File: src/rtl/seg_scan_driver.sv
// seg_scan_driver: serial BCD conversion and 6-digit multiplexed 7-segment scan with blanking, sign and points
// Ports:
//   sys_clk  system clock
//   sys_rst  asynchronous reset, active-high
//   data     unsigned binary value, clamped to DATA_MAX
//   point    per-digit decimal point, active-high, bit 0 = rightmost digit
//   seg_en   display enable, active-high
//   sign     show '-' to the left of the most significant shown digit
//   sel      digit select, active-low one-hot
//   seg      segments {dp,g,f,e,d,c,b,a}, active-low
module seg_scan_driver #(
    parameter logic [15:0] CNT_MAX  = 16'd24_999,
    parameter logic [19:0] DATA_MAX = 20'd999_999
) (
    input  logic        sys_clk,
    input  logic        sys_rst,
    input  logic [19:0] data,
    input  logic [5:0]  point,
    input  logic        seg_en,
    input  logic        sign,
    output logic [5:0]  sel,
    output logic [7:0]  seg
);
    localparam logic [1:0] IDLE  = 2'd0;
    localparam logic [1:0] SHIFT = 2'd1;
    localparam logic [1:0] DONE  = 2'd2;
    logic [1:0]  state;
    logic [4:0]  bit_cnt;
    logic [19:0] bin;
    logic [23:0] bcd, bcd_adj, disp_bcd;
    logic [5:0]  cap_pt, disp_pt;
    logic        cap_sign, disp_sign;
    logic [15:0] cnt;
    logic [2:0]  idx, m;
    logic [3:0]  nib;
    logic [7:0]  dec, seg_nxt;
    always_comb begin
        bcd_adj = bcd;
        for (int i = 0; i < 6; i++)
            bcd_adj[4*i +: 4] = bcd[4*i +: 4] >= 4'd5 ? bcd[4*i +: 4] + 4'd3 : bcd[4*i +: 4];
    end
    always_ff @(posedge sys_clk or posedge sys_rst) begin
        if (sys_rst) begin
            state     <= IDLE;
            bit_cnt   <= '0;
            bin       <= '0;
            bcd       <= '0;
            cap_pt    <= '0;
            cap_sign  <= 1'b0;
            disp_bcd  <= '0;
            disp_pt   <= '0;
            disp_sign <= 1'b0;
        end else begin
            case (state)
                IDLE: if (seg_en) begin
                    bin      <= data > DATA_MAX ? DATA_MAX : data;
                    bcd      <= '0;
                    bit_cnt  <= '0;
                    cap_pt   <= point;
                    cap_sign <= sign;
                    state    <= SHIFT;
                end
                SHIFT: begin
                    {bcd, bin} <= {bcd_adj[22:0], bin, 1'b0};
                    bit_cnt    <= bit_cnt + 5'd1;
                    if (bit_cnt == 5'd19) state <= DONE;
                end
                DONE: begin
                    disp_bcd  <= bcd;
                    disp_pt   <= cap_pt;
                    disp_sign <= cap_sign;
                    state     <= IDLE;
                end
                default: state <= IDLE;
            endcase
        end
    end
    // m: highest digit that must be drawn (nonzero value or lit point), at least digit 0
    always_comb begin
        m = '0;
        for (int i = 1; i < 6; i++)
            if (disp_bcd[4*i +: 4] != 4'd0 || disp_pt[i]) m = 3'(i);
    end
    always_comb begin
        nib = disp_bcd[4*idx +: 4];
        case (nib)
            4'd0:    dec = 8'hC0;
            4'd1:    dec = 8'hF9;
            4'd2:    dec = 8'hA4;
            4'd3:    dec = 8'hB0;
            4'd4:    dec = 8'h99;
            4'd5:    dec = 8'h92;
            4'd6:    dec = 8'h82;
            4'd7:    dec = 8'hF8;
            4'd8:    dec = 8'h80;
            4'd9:    dec = 8'h90;
            default: dec = 8'hFF;
        endcase
        // m+1 is 6 when all digits are used, which no index reaches, so the sign drops out
        seg_nxt = idx <= m ? dec & {~disp_pt[idx], 7'h7F} :
                  (disp_sign && idx == m + 3'd1) ? 8'hBF : 8'hFF;
    end
    always_ff @(posedge sys_clk or posedge sys_rst) begin
        if (sys_rst) begin
            cnt <= '0;
            idx <= '0;
            sel <= 6'h3F;
            seg <= 8'hFF;
        end else if (!seg_en) begin
            cnt <= '0;
            idx <= '0;
            sel <= 6'h3F;
            seg <= 8'hFF;
        end else begin
            cnt <= cnt == CNT_MAX ? 16'd0 : cnt + 16'd1;
            if (cnt == CNT_MAX) idx <= idx == 3'd5 ? 3'd0 : idx + 3'd1;
            sel <= ~(6'd1 << idx);
            seg <= seg_nxt;
        end
    end
endmodule

File: config.mk
export PLATFORM = sky130hd
export DESIGN_NAME = seg_scan_driver
export DESIGN_NICKNAME = d
export VERILOG_FILES = /design/src/rtl/seg_scan_driver.sv
export SDC_FILE = /design/constraint.sdc
export NUM_CORES = 1
export LEC_CHECK = 0
export ABC_AREA = 1
export BUFFER_PORTS_ARGS = -buffer_cell sky130_fd_sc_hd__buf_2
export CAP_MARGIN = 5
export CORE_MARGIN = 2
export CORE_UTILIZATION = 58
export CTS_CLUSTER_SIZE = 12
export DETAILED_ROUTE_END_ITERATION = 10
export HOLD_SLACK_MARGIN = 0.12
export PLACE_DENSITY = 0.77
export SYNTH_ARGS = -nofsm -noshare
export SYNTH_HDL_FRONTEND = slang
export SYNTH_SLANG_ARGS = --single-unit
File: constraint.sdc
create_clock -name sys_clk -period 8.95 [get_ports sys_clk]
set_clock_uncertainty 0.05 [all_clocks]
set_input_delay 0.4475 -clock sys_clk [delete_from_list [all_inputs] [get_ports sys_clk]]
set_output_delay 0.4475 -clock sys_clk [all_outputs]
set_load 0.02 [all_outputs]
After elaboration in Yosys (flattened, before gate mapping)
Memories as Yosys holds them, arrays and structs flattened.
Cells that the tools add are included.
{"block": "word_totals", "out_inout_bits": 14, "ff_bits": 122, "in_bits": 30, "latchBits": 0, "mem_bits_ro": 112, "mem_count": 1, "ram_bits": 0}
{"block": "op_classes", "reduce_logical": 16, "n_mux": 32, "n_div": 0, "bitwise": 3, "order_cmp": 9, "shift": 2, "n_addsub": 10, "n_mul": 0, "eq_ne": 9}
{"memory": "(no name shown)", "words": 16, "width": 7, "read_ports": 1, "rd_ports_with_merged_regs": 0, "wr": 0, "line": "86", "rtl": "case (nib)"}
{"cell": "one-hot mux 24 bit (2 select lines)", "n": 1}
{"cell": "2-to-1 mux 20 bit", "n": 2}
{"cell": "one-hot mux 20 bit (2 select lines)", "n": 1}
{"cell": "2-to-1 mux 16 bit", "n": 2}
{"cell": "greater-or-equal comparator 4 x 3 -> 1 bit (second input constant)", "n": 6}
{"cell": "2-to-1 mux 24 bit", "n": 1}
{"cell": "2-to-1 mux 3 bit", "n": 8}
{"cell": "indexed part select 24 x 6 -> 4 bit", "n": 1}
{"cell": "adder 4 x 2 -> 4 bit (second input constant)", "n": 5}
{"cell": "greater-than comparator 20 bit (second input constant)", "n": 1}
{"cell": "2-to-1 mux 4 bit", "n": 5}
{"cell": "nonzero test 4 bit", "n": 5}
{"cell": "adder 16 x 1 -> 16 bit (second input constant)", "n": 1}
{"cell": "equality test 16 x 15 -> 1 bit (second input constant)", "n": 1}
{"cell": "2-to-1 mux 8 bit", "n": 2}
{"cell": "one-hot mux 5 bit (2 select lines)", "n": 1}
{"cell": "bitwise AND 8 bit", "n": 1}
{"cell": "2-to-1 mux 7 bit", "n": 1}
{"cell": "adder 3 x 1 -> 3 bit (second input constant)", "n": 2}
{"cell": "2-to-1 mux 6 bit", "n": 1}
{"cell": "inverter 6 bit", "n": 1}
{"cell": "AND reduction 2 bit", "n": 3}
{"cell": "left shift 1 x 3 -> 6 bit (first input constant)", "n": 1}
{"cell": "adder 5 x 1 -> 5 bit (second input constant)", "n": 1}
{"cell": "other kinds (20)", "n": 27}

Depth between registers and ports, before layout
Gate-level depths: netlist of the first run.
{"block": "depth", "word_depth": 13, "mapped_depth": 14, "mapped_depth_nobuf": 14}

Worst setup path after synthesis of the first run
Ideal clock, no wire load.
{"block": "synth_timing", "kind": "reg-to-reg", "startpoint": "register disp_bcd[20]", "endpoint": "register seg[6]", "t_required_ns": 8.839, "arrival_time_ns": 2.027, "path_slack_ns": 6.812, "setup_ns": 0.061, "synth_period_minus_slack_ns": 2.138, "stages_incl_launch_ff": 14, "path_buffers": 0, "cell_sequence": "dfrtp_1 -> or2_2 -> nor2_1 -> nand2_1 -> nor2_1 -> inv_1 -> a21oi_1 -> inv_1 -> ha_1 -> nand3b_1 -> a32o_1 -> nand2_1 -> o21ai_0 -> nand2_1"}
{"block": "synth_via", "elab_chain_len": 9, "elab_cells_between_ends": 13}
{"item": "start, declared", "line": "30", "rtl": "logic [23:0] bcd, bcd_adj, disp_bcd;"}
{"item": "start signal, assigned", "line": "50", "rtl": "disp_bcd <= '0;"}
{"item": "start signal, assigned", "line": "69", "rtl": "disp_bcd <= bcd;"}
{"item": "branches (longest 7 deep; another with memory (16 x 7 bit))"}
{"item": "2-to-1 mux 8 bit *", "line": "100", "rtl": "seg_nxt = idx <= m ? dec & {~disp_pt[idx], 7'h7F} :"}
{"item": "2-to-1 mux 8 bit *", "line": "109", "rtl": "end else if (!seg_en) begin"}
{"item": "end signal, assigned", "line": "118", "rtl": "seg <= seg_nxt;"}
{"item": "end, declared", "line": "22", "rtl": "output logic [7:0] seg"}
Mark *: on every way between the ends.
A chain may end at the register's enable or synchronous reset.

Worst setup path in the final report of the first run
{"block": "layout_timing", "startpoint": "input seg_en", "endpoint": "register bin[4]"}
{"block": "layout_via", "elab_chain_len": 2}
{"item": "start, declared", "line": "19", "rtl": "input logic seg_en,"}
{"item": "!= test 2 bit (no line)"}
{"item": "AND reduction 2 bit (no line)"}
{"item": "end signal, assigned", "line": "56", "rtl": "bin <= data > DATA_MAX ? DATA_MAX : data;"}
{"item": "end signal, assigned", "line": "64", "rtl": "{bcd, bin} <= {bcd_adj[22:0], bin, 1'b0};"}
{"item": "end, declared", "line": "29", "rtl": "logic [19:0] bin;"}
Every way passes these cells.

==> results.md, run 1 <==
* Maxcap violations at 0
* Start point of the critical path: seg_en
* # IOs at 44
* Longest individual stage delay on the worst path at 620 ps
* Synth cell count leaders: sky130_fd_sc_hd__nand2_1, sky130_fd_sc_hd__dfrtp_1, sky130_fd_sc_hd__inv_1
* Internal at 1.574 mW
* Longest Clk Path Bufs at 2
* Warnings, synthesis at 0
* DIE AREA at 11430 sq um
* Combined global-route utilization of all metal layers at 25.67%
* Count of inserted antenna diode cells at 0
* Post-route minimum period at 2633 ps
* Total via count in the routed design at 5115
* Number of enable flip-flop cells after synthesis at 0
* Global-route wire length before repair at 23140 microns
* Cell variety after synth at 47
* H-Tree Level Count at 4
* Most common cell type on the critical path: sky130_fd_sc_hd__inv_2
* Critical register-to-register path endpoint: bin[4]$_DFFE_PP0P_
* Area growth from synthesis to layout at 16.52%
* Sum of overflow across all layers after global routing at 0
* Clock latency of the later-clocked register in the worst-skew pair at 530 ps
* Number of placed instances, taps included at 875
* Footprint of the flip-flops and latches at 3070 sq um
* Synthesized area per cell at 8.565 sq um
* Data required time of the worst path at 9370 ps
* DRC violation count after routing at 0
* RSZ-0062 raised after global routing: no
* Root Buffer: sky130_fd_sc_hd__clkbuf_8
* Vertical die dimension at 106.9 microns
* Clock share of power at 30.1%
* Finished Cell Area at 7156 sq um
* Switching part of the total power at 35.80%
* Antenna violations before repair at 0
* Termination of the worst setup path: bin[4]$_DFFE_PP0P_
* Syn nets at 771
* Final WL at 13500 microns
* Number of global-route vias before repair at 4973
* Worst-path maximum fanout at 36
* Path type of the worst min-delay path: in -> reg
* Number of fill cells at 771
* Synthesized instance count at 717
* Ordered cell list for the critical path: dlygate4sd3_1 > buf_2 > inv_2 > nor3_4 > nor2_4 > inv_2 > o22ai_1 > a31o_2 > inv_1
* Worst VDD drop at 0.0001864 V
* Setup slack of the most critical reg-to-reg path at 6460 ps
* # setup viols final at 0
* Final count of hold timing violations at 0
* Power density over cell area at 342.6 nW/um^2
* Share of layout cells above drive strength 1 at 16.13%
* Tightest slew margin relative to the limit at 37.08%
* Switching pwr at 0.8776 mW
* Routed via count divided by cell count at 5.578
* Final cell count without fillers at 917
* Gpl congestion at 0.9382
* Worst Max-Slew Pin Slew at 942.7 ps
* Most used DFF post-synth: sky130_fd_sc_hd__dfrtp_1
* Library cell contributing the largest single delay on the critical path: sky130_fd_sc_hd__nor3_4
* # nets final at 822
* Power share of the combinational group at 33.3%
* Horizontal die dimension at 106.9 microns
* Most frequent cell after synthesis: sky130_fd_sc_hd__nand2_1
* Launch point of the worst reg-to-reg path: state[1]$_DFFE_PP0P_
* Proportion of power drawn by flip-flops and latches at 36.6%
* Number of gates resized after cts at 0
* Critical path class: in -> reg
* Share of the clock period used by the worst path after layout at 29.42%
* Cell type contributing the most total cell area after synthesis: sky130_fd_sc_hd__dfrtp_1
* DR WL/cell at 14.72 microns
* Setup TNS at 0 ps
* Total leakage power at 3.441 nW
* Status: finished, final reports clean
* Number of port buffers at 43
* Area share of the largest cell type after synthesis at 44.01%
* CTS tree: yes
* Detailed router's first-iteration violation count at 299
* Sinks on the clock net at 122
* Dominant cells by area after synthesis: sky130_fd_sc_hd__dfrtp_1, sky130_fd_sc_hd__nand2_1, sky130_fd_sc_hd__dfstp_2
* Post-DP HPWL at 9055 microns
* Reg2Reg Depth at 5
* Number of slew-limit violations in the final report at 0
* Critical path capture point type: flop
* Number of buffers added for setup after CTS at 0
* Sequential-to-total area share from yosys stat at 50.00%
* Startpoint type of the worst setup path: input port
* Placed cell area at 6420 sq um
* Share of flip-flops with an asynchronous set or reset at 100.0%
* Antenna viol nets, final at 0
* DRT Pass-1 Iters at 5
* Clock transition at the register clock pins on the worst setup and hold paths after CTS at 60 ps
* Floorplan row count at 37
* Area of the multi-input gates at 2631 sq um
* Synthesized area at 6141 sq um
* CP Data Arrival Time at 3050 ps
* Pin count of the biggest net entering global routing at 74
* Highest achievable clock rate at 0.3798 GHz
* Clock buffers created by TritonCTS at 17
* Initial Utilization at 59.48%
* Placeable core region at 10320 sq um
* Seq cells post-synth at 122
[cells by family (layout without fill, tap and decap cells)]
family	after synthesis	in the layout	synth area share, %
simple gates	291	291	20.74
compound gates	159	159	15.12
flops	122	122	50.00
buf+inv	107	171	7.152
fa+ha+maj	24	24	4.890
xor+xnor	11	11	1.569
mux	3	3	0.5297
[layout by cell type, fill, tap and decap left out, types with 3 or more instances in the layout]
cell                              n
sky130_fd_sc_hd__a21oi_1         26
sky130_fd_sc_hd__a22oi_1          9
sky130_fd_sc_hd__a31o_2           5
sky130_fd_sc_hd__a31oi_1          3
sky130_fd_sc_hd__buf_2           43
sky130_fd_sc_hd__bufinv_16        5
sky130_fd_sc_hd__clkbuf_1         4
sky130_fd_sc_hd__clkbuf_16       16
sky130_fd_sc_hd__clkbuf_8         4
sky130_fd_sc_hd__clkinv_2         3
sky130_fd_sc_hd__dfrtp_1        108
sky130_fd_sc_hd__dfstp_2         14
sky130_fd_sc_hd__dlygate4sd3_1   10
sky130_fd_sc_hd__ha_1            24
sky130_fd_sc_hd__inv_1           75
sky130_fd_sc_hd__inv_2            8
sky130_fd_sc_hd__nand2_1        166
sky130_fd_sc_hd__nand2_2          4
sky130_fd_sc_hd__nand3_1         21
sky130_fd_sc_hd__nand4_1         10
sky130_fd_sc_hd__nor2_1          54
sky130_fd_sc_hd__nor2_2           4
sky130_fd_sc_hd__nor2_4           4
sky130_fd_sc_hd__nor3_1          16
sky130_fd_sc_hd__o211ai_1         4
sky130_fd_sc_hd__o21ai_0         73
sky130_fd_sc_hd__o21ai_1          4
sky130_fd_sc_hd__o22ai_1         21
sky130_fd_sc_hd__o32ai_1          5
sky130_fd_sc_hd__or2_2            3
sky130_fd_sc_hd__xor2_1          10
[final cells by class]
cell class / instances / area share, %
repair buffers: 55 / 4.616
multi-input cells: 488 / 36.77
flip-flops and latches: 122 / 42.91
inverters: 84 / 4.441
clock buffers: 24 / 6.575
well taps: 136 / 2.378
clock inverters: 8 / 2.308
[per-layer routing]
layer / up-vias / GRT usage (%) / share of wire (%) / wire, microns
met1: 2463 / 32.34 / 45 / 6068
met3: 28 / 5.897 / 3.7 / 504
met5: - / 0 / 0 / 0
met4: 0 / 9.276 / 1.9 / 250
li1: 2504 / - / - / -
met2: 120 / 43.45 / 49 / 6678
[metrics by stage]
step                util, %  setup WS [ps]  total power [mW]  hold WS (ps)
floorplan                 -           5233             1.511         388.0
global placement      62.19           6436             1.655         405.6
detailed placement    62.19           6361             1.703         417.9
CTS                   69.31           6344             2.458         129.9
global route          69.31           6137             2.631         145.9
finish                69.31           6317             2.452         142.9
[critical path: cells and delay by family]
family,cells,cell delay [ps]
simple gates,2,820
compound gates,2,380
buf+inv,5,1380
[flip-flops by register name, summed over array words and instances, names as in the netlist]
register and cells:
cnt 16, cap_sign 1, bin 20, disp_sign 1
bit_cnt 5, bcd 24, seg 8, state 2
disp_bcd 24, idx 3, cap_pt 6, sel 6
disp_pt 6
[worst min path at each step]
stage                                     start                     to  slack [ps]  depth (start not counted)
after floorplan           cap_pt[4]$_DFFE_PP0P_  cap_pt[4]$_DFFE_PP0P_         390                          2
after global placement    cap_pt[5]$_DFFE_PP0P_  cap_pt[5]$_DFFE_PP0P_         410                          2
after detailed placement  cap_pt[1]$_DFFE_PP0P_  cap_pt[1]$_DFFE_PP0P_         420                          2
after CTS                              data[11]    bin[11]$_DFFE_PP0P_         130                          3
after global routing                    data[6]     bin[6]$_DFFE_PP0P_         150                          3
final                                  data[17]    bin[17]$_DFFE_PP0P_         140                          3
[power groups by stage]
stage               combinational, mW  sequential, mW  clock (mW)
floorplan                       0.623           0.887           0
global placement                0.762           0.894           0
detailed placement              0.803           0.900           0
CTS                             0.818           0.895       0.744
global route                    0.943           0.919       0.769
finish                          0.817           0.897       0.738
[repair_timing]
item,CTS,global route
endpoints found under the setup margin,0,0
hold endpoints to repair,69,0
hold buffers,10,0
Power figures use the tool's default switching activity.
==> run 2: changes to the inputs <==
CORE_UTILIZATION = 55   (was 58)
clock period = 2.2 ns   (was 8.95 ns; I/O delays follow)
==> results.md, run 2 (synthesis results as in run 1) <==
* Status: finished, violations left
* Violated checks: setup timing
* Reg2Reg Depth at 13
* Endpoint with the worst hold slack: cap_pt[5]$_DFFE_PP0P_
* Largest regs: bcd (24), disp_bcd (24), bin (20)
* Area of the multi-input gates at 2685 sq um
* Data required time of the worst path at 2620 ps
* Clock transition at the register clock pins on the worst setup and hold paths after CTS at 60 ps
* Post-layout total power at 10.03 mW
* Number of global-route vias before repair at 5103
* Global-route wire length before repair at 23960 microns
* Share of the clock period used by the worst path after layout at 103.1%
* # nets final at 865
* Final cell count without fillers at 964
* DR WL/cell at 15.18 microns
* Critical path class: reg -> reg
* Start point of the critical path: disp_bcd[20]$_DFFE_PP0N_
* Longest individual stage delay on the worst path at 380 ps
* Area growth from synthesis to layout at 23.31%
* Hold path depth at 4
* WP buf/inv at 2
* Path type of the worst min-delay path: in -> reg
* Initial Utilization at 56.40%
* Antenna violations before repair at 0
* Worst Max-Slew Pin Slew at 620.1 ps
* Gpl congestion at 0.9456
* Sinks on the clock net at 122
* Launch point of the worst reg-to-reg path: disp_bcd[20]$_DFFE_PP0N_
* Worst VDD drop at 0.0007055 V
* Clock share of power at 28.2%
* Total leakage power at 3.621 nW
* Root Buffer: sky130_fd_sc_hd__clkbuf_8
* Most common cell after layout, fill and taps aside: sky130_fd_sc_hd__nand2_1
* Highest achievable clock rate at 0.4410 GHz
* Antenna viol nets, final at 0
* Library cell contributing the largest single delay on the critical path: sky130_fd_sc_hd__dfrtp_1
* Pin count of the biggest net entering global routing at 123
* DIE AREA at 12030 sq um
* Post-DP HPWL at 9340 microns
* Number of fill cells at 765
* H-Tree Level Count at 4
* Number of placed instances, taps included at 895
* Clock buffers created by TritonCTS at 17
* Number of slew-limit violations in the final report at 0
* Detailed router's first-iteration violation count at 451
* Tightest slew margin relative to the limit at 58.66%
* RSZ-0062 raised after global routing: yes
* Longest Clk Path Bufs at 2
* DRC violation count after routing at 0
* Horizontal die dimension at 109.7 microns
* Power density over cell area at 1325 nW/um^2
* Number of port buffers at 43
* # IOs at 44
* Combined global-route utilization of all metal layers at 25.79%
* Proportion of power drawn by flip-flops and latches at 36.3%
* Post-route minimum period at 2267 ps
* Highest-count cells in the layout ignoring fill and taps: sky130_fd_sc_hd__nand2_1, sky130_fd_sc_hd__dfrtp_1, sky130_fd_sc_hd__inv_1, sky130_fd_sc_hd__o21ai_0, sky130_fd_sc_hd__nor2_1
* Placeable core region at 10890 sq um
* CP Data Arrival Time at 2690 ps
* Footprint of the flip-flops and latches at 3070 sq um
* Startpoint type of the worst setup path: flop
* Critical register-to-register path endpoint: seg[6]$_DFF_PP1_
* Worst-path maximum fanout at 3
* Floorplan row count at 38
* Worst hold path startpoint: point[5]
* Switching part of the total power at 36.60%
* Routed via count divided by cell count at 5.535
* Power share of the combinational group at 35.5%
* Final count of hold timing violations at 0
* Share of layout cells above drive strength 1 at 19.66%
* Setup slack of the most critical reg-to-reg path at -70 ps
* Kind of cell with the highest combined delay on the critical path: simple AND/OR/NAND/NOR gates
* Critical path capture point type: flop
* Final WL at 14630 microns
* Total via count in the routed design at 5336
* # setup viols final at 8
* Maxcap violations at 0
* Ordered cell list for the critical path: or2_2 > nor2_1 > nand2_1 > nor2_2 > inv_2 > a21oi_2 > inv_2 > ha_4 > nand3b_1 > a32o_2 > nand2_2 > o21ai_1 > nand2_1
* Sum of overflow across all layers after global routing at 0
* CTS tree: yes
* Internal at 6.360 mW
* Clock latency of the later-clocked register in the worst-skew pair at 530 ps
* Vertical die dimension at 109.7 microns
* Count of inserted antenna diode cells at 0
* Setup slack after layout at -67.35 ps
* DRT Pass-1 Iters at 7
* Switching pwr at 3.671 mW
[run 2: cell types whose count changed in the layout (fill, tap and decap cells not counted), sizes merged]
cell,previous run,this run
dlygate4sd3,10,30
clkinvlp,0,2
inv,84,83
clkbuf,24,25
buf,45,68
bufinv,5,3
[run 2: timing repair]
action                                  4_1_cts  5_1_grt
setup buffers                                 7        0
hold buffers                                 30        0
endpoints found under the setup margin        8        8
gates resized for setup                       6        7
endpoints found under the hold margin       158        0
pin swaps                                     3        2
[run 2: worst register-to-register path, delay by kind of cell (launching register included)]
family / cells / cell delay, ps
and+or+nand+nor: 7 / 920
AOI/OAI and AO/OA: 3 / 490
DFF: 1 / 380
adders and majority gates: 1 / 270
buffers and inverters: 2 / 130
[run 2: power by group through the flow]
stage,clock network [mW],registers (mW),logic [mW]
2_1_floorplan,0,3.61,2.54
3_3_place_gp,0,3.60,3.24
3_5_place_dp,0,3.65,3.41
4_1_cts,2.85,3.63,3.51
5_1_grt,2.97,3.74,4.05
6_report,2.83,3.64,3.56
[run 2: area by class of cell]
cell class              count  share of cell area (%)
flip-flops and latches    122                   40.55
multi-input cells         488                   35.46
repair buffers             98                   9.451
clock buffers              25                   6.527
inverters                  84                   4.213
well taps                 140                   2.313
clock inverters             7                   1.487
[run 2: per-layer routing]
metal	vias up	global-route usage, %	part of all wire [%]
met5	-	0	0
met4	0	8.770	2.2
met3	30	6.106	4.8
met2	189	44.09	50
met1	2543	32.13	43
li1	2574	-	-
[run 2: per-stage QoR]
step                worst slack [ps]  setup TNS [ps]  utilization (%)  hold slack, ps  cell area [sq um]
finish                        -67.35          -385.6            69.55           264.3               7572
global route                  -188.9           -1297            69.55           278.2               7572
CTS                            11.58               0            69.24           255.8               7538
detailed placement            -133.9          -957.5            60.24           263.8               6559
global placement              -25.75          -29.42            60.24           262.5               6559
floorplan                      61.92               0                -           176.6               6145
[run 2: how the worst max path moves through the flow]
stage                            end  slack (ps)  depth (start not counted)
CTS                 seg[3]$_DFF_PP1_          10                         12
detailed placement  seg[3]$_DFF_PP1_        -130                         13
finish              seg[6]$_DFF_PP1_         -70                         13
global route        seg[6]$_DFF_PP1_        -190                         13
global placement    seg[6]$_DFF_PP1_         -30                         13
floorplan           seg[6]$_DFF_PP1_          60                         13
